## config.mk

```make
export PLATFORM = sky130hd
export DESIGN_NAME = multi_channel_tick_generator
export DESIGN_NICKNAME = d
export VERILOG_FILES = /design/src/rtl/tick_gen_pkg.sv /design/src/rtl/multi_channel_tick_generator_channel.sv /design/src/rtl/multi_channel_tick_generator.sv
export SDC_FILE = /design/constraint.sdc
export NUM_CORES = 1
export LEC_CHECK = 0
export BUFFER_PORTS_ARGS = -buffer_cell sky130_fd_sc_hd__buf_2
export CAP_MARGIN = 40
export CORE_UTILIZATION = 50
export CTS_CLUSTER_SIZE = 28
export DETAILED_ROUTE_END_ITERATION = 10
export PLACE_DENSITY = 0.69
export SYNTH_ARGS = -nofsm -noshare
export SYNTH_HDL_FRONTEND = slang
export SYNTH_SLANG_ARGS = --single-unit
```

## constraint.sdc

```tcl
create_clock -name clk_100MHz -period 4.52 [get_ports clk_100MHz]
set_clock_uncertainty 0.05 [all_clocks]
set_input_delay 0.452 -clock clk_100MHz [delete_from_list [all_inputs] [get_ports clk_100MHz]]
set_output_delay 0.452 -clock clk_100MHz [all_outputs]
set_load 0.1 [all_outputs]
```

## src/rtl/tick_gen_pkg.sv

```systemverilog
// Shared clock-rate constants and divisor helper for the tick generator slice.
// All rates are derived from the 100 MHz board clock.
package tick_gen_pkg;

    localparam int unsigned CLK_FREQ_HZ = 100_000_000;

    // Divisor that gives a square wave of freq_hz; the tick rate is twice that.
    function automatic int unsigned hz_to_div(input int unsigned freq_hz);
        return CLK_FREQ_HZ / (2 * freq_hz);
    endfunction

    localparam int unsigned DIV_1HZ           = 50_000_000;
    localparam int unsigned DIV_1KHZ          = 50_000;
    localparam int unsigned DIV_REFRESH_10KHZ = 5_000;

endpackage : tick_gen_pkg

```

## src/rtl/multi_channel_tick_generator_channel.sv

```systemverilog
// One rate channel: a divisor register, an up-counter, a one-cycle tick strobe and
// a square wave that toggles on every tick.
module tick_channel #(
    parameter int unsigned CNT_W     = 27,
    parameter int unsigned DIV_RESET = 50_000_000
) (
    input  logic             clk_100MHz,
    input  logic             reset,
    input  logic             enable,
    input  logic             clr,
    input  logic             wr,
    input  logic [CNT_W-1:0] wr_val,
    output logic             tick,
    output logic             sq_out
);

    logic [CNT_W-1:0] div_q, div_d;
    logic [CNT_W-1:0] cnt_q, cnt_d;
    logic             tick_q, tick_d;
    logic             sq_q, sq_d;
    logic [CNT_W-1:0] wr_eff;
    logic             at_terminal;

    // A zero divisor is meaningless, so it is stored as 1 (tick every cycle).
    assign wr_eff      = (wr_val == '0) ? CNT_W'(1) : wr_val;
    assign at_terminal = (cnt_q == div_q - CNT_W'(1));

    always_comb begin
        div_d  = div_q;
        cnt_d  = cnt_q;
        tick_d = 1'b0;
        sq_d   = sq_q;
        if (clr) begin
            if (wr) begin
                div_d = wr_eff;
            end
            cnt_d = '0;
            sq_d  = 1'b0;
        end else if (wr) begin
            div_d = wr_eff;
            cnt_d = '0;
        end else if (enable) begin
            if (at_terminal) begin
                cnt_d  = '0;
                tick_d = 1'b1;
                sq_d   = ~sq_q;
            end else begin
                cnt_d = cnt_q + CNT_W'(1);
            end
        end
    end

    always_ff @(posedge clk_100MHz) begin
        if (reset) begin
            div_q  <= CNT_W'(DIV_RESET);
            cnt_q  <= '0;
            tick_q <= 1'b0;
            sq_q   <= 1'b0;
        end else begin
            div_q  <= div_d;
            cnt_q  <= cnt_d;
            tick_q <= tick_d;
            sq_q   <= sq_d;
        end
    end

    assign tick   = tick_q;
    assign sq_out = sq_q;

endmodule : tick_channel

```

## src/rtl/multi_channel_tick_generator.sv

```systemverilog
// NUM_CH independent programmable tick/square-wave channels in the clk_100MHz domain.
// Outputs are clock enables for downstream logic, never derived clocks.
module multi_channel_tick_generator
    import tick_gen_pkg::*;
#(
    parameter int unsigned NUM_CH    = 4,
    parameter int unsigned CNT_W     = 27,
    parameter int unsigned DIV_RESET = DIV_1HZ,
    parameter int unsigned SEL_W     = (NUM_CH > 1) ? $clog2(NUM_CH) : 1
) (
    input  logic              clk_100MHz,
    input  logic              reset,
    input  logic              enable,
    input  logic              sync_clr,
    input  logic              div_wr,
    input  logic [SEL_W-1:0]  div_sel,
    input  logic [CNT_W-1:0]  div_val,
    output logic [NUM_CH-1:0] tick,
    output logic [NUM_CH-1:0] sq_out
);

    logic [NUM_CH-1:0] wr_sel;

    // Out-of-range selects match no channel, so such writes are dropped.
    always_comb begin
        wr_sel = '0;
        for (int unsigned i = 0; i < NUM_CH; i++) begin
            wr_sel[i] = div_wr && (div_sel == SEL_W'(i));
        end
    end

    for (genvar g = 0; g < NUM_CH; g++) begin : g_ch
        tick_channel #(
            .CNT_W     (CNT_W),
            .DIV_RESET (DIV_RESET)
        ) u_ch (
            .clk_100MHz (clk_100MHz),
            .reset      (reset),
            .enable     (enable),
            .clr        (sync_clr),
            .wr         (wr_sel[g]),
            .wr_val     (div_val),
            .tick       (tick[g]),
            .sq_out     (sq_out[g])
        );
    end

endmodule : multi_channel_tick_generator

```

Word level (Yosys, flattened, before mapping)
Cells that the tools add are included.
{"block": "op_classes", "addsub": 8, "n_mux": 9, "n_eq_ne": 7, "bitwise": 9, "reduce_logical": 19}
{"cell": "27-bit 2-to-1 mux", "n": 5}
{"cell": "27-bit by 1-bit adder with 27-bit output, second input constant", "n": 4}
{"cell": "27-bit == test", "n": 4}
{"cell": "27-bit by 1-bit subtractor with 27-bit output, second input constant", "n": 4}
{"cell": "27-bit logical NOT", "n": 1}
{"cell": "4-bit OR reduction", "n": 4}
{"cell": "3-bit AND reduction", "n": 4}
{"cell": "3-bit OR reduction", "n": 4}
{"cell": "1-bit inverter", "n": 9}
{"cell": "2-bit == test, second input constant", "n": 2}
{"cell": "1-bit logical AND", "n": 4}
{"cell": "1-bit 2-to-1 mux", "n": 4}
{"cell": "2-bit by 1-bit == test with 1-bit output, second input constant", "n": 1}
{"cell": "2-bit logical NOT", "n": 1}
{"cell": "2-bit OR reduction", "n": 1}
{"block": "totals", "input_bits": 34, "elab_cells": 68, "register_bits": 224}

Depth between registers and ports, before layout
{"block": "depth", "ltp_word": 4, "depth_mapped": 12, "ltp_nobuf": 10}

Cells and area by module
Synthesis repeated with hierarchy kept, for this count alone.
{"block": "hier_totals", "cells_unflattened": 1555, "hier_area_um2": 13202.7}
{"module": "tick_channel (g_ch[0].u_ch ...)", "area_per_inst_um2": 3303.2, "cells_each": 390, "seq_area_each_um2": 1121.1, "n_inst": 3}
{"module": "tick_channel (g_ch[3].u_ch)", "area_per_inst_um2": 3255.6, "cells_each": 381, "seq_area_each_um2": 1121.1, "n_inst": 1}
{"module": "multi_channel_tick_generator", "area_per_inst_um2": 37.5, "cells_each": 4, "seq_area_each_um2": 0.0, "n_inst": 1}

Worst setup path after synthesis
Ideal clock, no wire load.
{"block": "synth_path", "kind": "flip-flop to flip-flop", "from": "reg g_ch[1].u_ch.div_q[0]", "to": "reg g_ch[1].u_ch.cnt_q[16]", "required_ps": 4342, "path_stages_with_launch": 12, "n_path_buf": 1, "slack_ps": 1037, "t_arrival_ps": 3306, "cell_sequence": "dfxtp_1 -> inv_1 -> ha_1 -> or4b_2 -> or4_1 -> a2111oi_0 -> nand4_1 -> nor4_1 -> nand4_1 -> o211ai_1 -> clkbuf_1 -> nor2_1"}
{"block": "synth_via", "elab_chain_len": 3}
{"element": "start, declared", "line": "multi_channel_tick_generator_channel.sv:17", "text": "logic [CNT_W-1:0] div_q, div_d;"}
{"element": "start signal, assigned", "line": "multi_channel_tick_generator_channel.sv:55", "text": "div_q <= CNT_W'(DIV_RESET);"}
{"element": "start signal, assigned", "line": "multi_channel_tick_generator_channel.sv:60", "text": "div_q <= div_d;"}
{"element": "27-bit by 1-bit subtractor with 27-bit output", "line": "multi_channel_tick_generator_channel.sv:26", "text": "assign at_terminal = (cnt_q == div_q - CNT_W'(1));"}
{"element": "27-bit == test", "line": "multi_channel_tick_generator_channel.sv:26"}
{"element": "27-bit 2-to-1 mux", "line": "multi_channel_tick_generator_channel.sv:43", "text": "if (at_terminal) begin"}
{"element": "end signal, assigned", "line": "multi_channel_tick_generator_channel.sv:61", "text": "cnt_q <= cnt_d;"}
{"element": "end, declared", "line": "multi_channel_tick_generator_channel.sv:18", "text": "logic [CNT_W-1:0] cnt_q, cnt_d;"}
Every way passes these cells.
A chain may end at the register's enable or synchronous reset.

Worst setup path in the final report
{"block": "layout_path", "from": "reg g_ch[1].u_ch.div_q[0]", "to": "reg g_ch[1].u_ch.cnt_q[21]"}
The elaborated chain is that of the path after synthesis.

==> impl_metrics.csv <==
group,metric,value,unit
route,antenna_left,0,
route,drt_iter0_drc,996,
logic_synthesis,syn_inst,1600,
clocking,htree_levels,1,
clocking,postCtsSetupRepairBufs,0,
floorplanning,die_h,161,µm
clocking,tritoncts,"done",
placement,dp_worst_setup_slack,0.662,ns
global_route,track_usage,25.4,%
flow_run,maxCapViolCount,0,
placement,dp_hpwl,23500,µm
global_route,grt_max_degree,94,
placement,gp_congestion,0.903,
floorplanning,ios,42,
logic_synthesis,yosysTopAreaCellShare,35.6,%
global_route,grt_pass1_vias,10500,
placement,io_buffers,41,
logic_synthesis,synthDistinctLibCells,78,
outcome,outcome,"finished, final reports clean",
worst_setup_path,r2r-end,"g_ch[1].u_ch.cnt_q[21]",
logic_synthesis,synth.avg_cell_area,7.87,µm²
pwr,leakagePower,4.82,nW
floorplanning,core_area,24500,µm²
worst_setup_path,ff2ff_setup_slack,0.67,ns
logic_synthesis,async_flop_share,0,%
pwr,powerDensity,329,nW/µm²
clocking,cts_buffers,25,
worst_setup_path,critPathBufInv,2,
pwr,vdd_drop_max,0.280,mV
worst_hold_path,hold_path.class,"input pin to flip-flop",
route,vias_per_cell,5.84,
worst_setup_path,path_delay_family,"simple AND/OR/NAND/NOR gates",
timing,setup_viol,0,
finish,layout.nets,1643,
finish,layout-drive-gt1-share,8.23,%
logic_synthesis,synth_seq_cells,224,
worst_setup_path,cp_max_fo,26,
timing,tightestPinTransition,0.842,ns
logic_synthesis,synth.largest_area_cell,"dfxtp_1",
worst_setup_path,startpoint_type,"flip-flop",
logic_synthesis,yosys_warnings,0,
timing,finalMaxSlewViolations,0,
worst_hold_path,min_path_cells,3,
route,drt_wl_total,32900,µm
global_route,grt_first_pass_wirelength,53900,µm
worst_setup_path,crit_top_cell,"nand4_1",
clocking,ctsHoldBuffers,0,
worst_setup_path,criticalPathCategory,"flip-flop to flip-flop",
clocking,cts_sinks,224,
worst_setup_path,worstSetupPathDepth,11,
floorplanning,start_util,51.3,%
route,drt-wirelength-per-cell,17.0,µm
clocking,clk_pin_slew,0.06,ns
worst_setup_path,r2r_start,"g_ch[1].u_ch.div_q[0]",
route,first_pass_iters,5,
logic_synthesis,synth-edff-count,0,
timing,setup_tns,0,ns
timing,rsz0062_at_grt,"false",
timing,fmax,260,MHz
clocking,clk_path_buf_depth,3,
finish,areaGrowthSynthToFinish,10.3,%
timing,slew_headroom,43.4,%
worst_setup_path,cp_slowest_cell,"or4b_2",
logic_synthesis,synth-main-ff-cell,"dfxtp_1",
global_route,antenna_found_initial,0,
floorplanning,dieArea,25800,µm²
clocking,clock-root-buffer,"clkbuf_16",
floorplanning,die_w,161,µm
clocking,cts_resized,0,
worst_setup_path,critPathArrivalTime,4.21,ns
timing,period_share,85.2,%
logic_synthesis,ys_seq_area_share,35.6,%
logic_synthesis,syn-num-nets,1642,
logic_synthesis,synth_area,12600,µm²
worst_setup_path,crit_chain,"inv_1, ha_1, or4b_2, or4_1, a2111oi_0, nand4_1, nor4_1, nand4_1, o211ai_1, buf_4, nor2_1",
finish,diodes,0,
worst_hold_path,hold_end,"g_ch[2].u_ch.sq_out",
floorplanning,row_count,57,
logic_synthesis,yosys-top-cells-area,"dfxtp_1, nand2_1, xnor2_1, xor2_1, nor2_1",
worst_setup_path,crit_required,4.88,ns
worst_hold_path,hold_start,"sync_clr",
finish,num-fill-cells,2309,
route,vias,11300,
worst_setup_path,r2r_cells,11,
timing,hold_viol,0,
timing,setup_ws,0.670,ns
global_route,overflow,0,
worst_setup_path,cp_slowest_stage_delay,0.77,ns
clocking,clock_latency,0.54,ns
route,drcViolationCount,0,
worst_setup_path,end_kind,"flip-flop",
timing,fin_crit,3.85,ns
## metal layers
metal  vias up  global-route usage (%)  routed length (µm)
li1       5577                       -                   -
met1      5342                    35.2               14900
met2       347                    41.1               15000
met3        62                    3.85                2280
met4         0                    6.90                 772
met5         -                   0.379                   0
## cells by family after synthesis
group                      count (synthesis)  share of synthesized area, %
buffers and inverters                    104                          3.52
and+or+nand+nor                          845                          33.9
xor gates and xnor gates                 235                          16.3
adders and majority gates                  8                         0.795
muxes                                      6                         0.497
AOI/OAI and AO/OA                        178                          9.30
DFF                                      224                          35.6
## synth_stat cells (all sizes together), types with 19 or more instances
cell type	n
nand4	46
xor2	112
or4	22
nor4	40
nor3	77
xnor2	123
buf	21
nand2	287
nand3	55
clkbuf	65
nand3b	54
nor2	146
or3	19
dfxtp	224
and3	27
a21oi	73
## worst max-delay path by stage
stage,startpoint,end
final,g_ch[1].u_ch.div_q[0],g_ch[1].u_ch.cnt_q[21]
after global routing,g_ch[1].u_ch.div_q[0],g_ch[1].u_ch.cnt_q[21]
after CTS,g_ch[1].u_ch.div_q[0],g_ch[1].u_ch.cnt_q[21]
after detailed placement,g_ch[1].u_ch.div_q[0],g_ch[1].u_ch.cnt_q[26]
after global placement,g_ch[1].u_ch.div_q[0],g_ch[1].u_ch.cnt_q[22]
after floorplan,g_ch[1].u_ch.div_q[0],g_ch[1].u_ch.cnt_q[16]
## power by group
part | switching, W | internal (W)
Clock | 0.000836 | 0.00123
Combinational | 0.000250 | 0.000164
Sequential | 0.0000663 | 0.00202
Total | 0.00115 | 0.00341
## tightest hold or removal path, delay by kind of cell
family | cells | cell delay, ns
AO/OA/AOI/OAI | 1 | 0.05
buffers and inverters | 1 | 0.10
AND/OR/NAND/NOR | 1 | 0.10
## through the flow
step | total power (W) | area, µm² | hold slack [ns] | util, % | std cells
4_1_cts | 0.00459 | 13900 | 0.158 | 56.6 | 1941
5_1_grt | 0.00473 | 13900 | 0.178 | 56.6 | 1941
2_1_floorplan | 0.00239 | 12600 | 0.398 | - | 1600
3_5_place_dp | 0.00253 | 13100 | 0.421 | 53.2 | 1898
6_report | 0.00456 | 13900 | 0.177 | 56.6 | 1941
3_3_place_gp | 0.00252 | 12900 | 0.420 | 52.7 | 1893
## cell usage in the layout, fill, tap and decap left out, drive strengths merged, types with 5 or more instances in the layout
master,netlist,final
xor2,112,112
dfxtp,224,224
nor2b,11,11
buf,21,60
a21oi,73,73
or3,19,19
xnor2,123,123
nor2,146,146
nor3b,6,6
or4,22,22
a31oi,9,9
and3,27,27
nand2,287,287
ha,8,8
clkinv,1,5
o21ai,17,17
nand4,46,46
and4,10,10
or2,10,10
or3b,5,5
nand3,55,55
nand2b,9,9
nor4,40,40
nor3,77,77
a211oi,10,10
o211ai,9,9
o22ai,6,6
inv,17,19
clkbuf,65,34
a211o,6,6
nand3b,54,54
o31ai,5,5
## area by class of cell
cell class	instances	area, µm²	area share, %
Timing Repair Buffer	60	423	3.05
Inverter	18	67.6	0.487
Clock buffer	34	719	5.18
Multi-Input combinational cell	1272	7670	55.3
Sequential cell	224	4480	32.3
Tap cell	324	405	2.92
Clock inverter	9	111	0.802
## state kept, by name, summed over array words and instances, names as in the netlist
name	flops
g_ch.u_ch.cnt_q	108
g_ch.u_ch.div_q	108
g_ch.u_ch.sq_out	4
g_ch.u_ch.tick	4
Power figures use the tool's default switching activity.
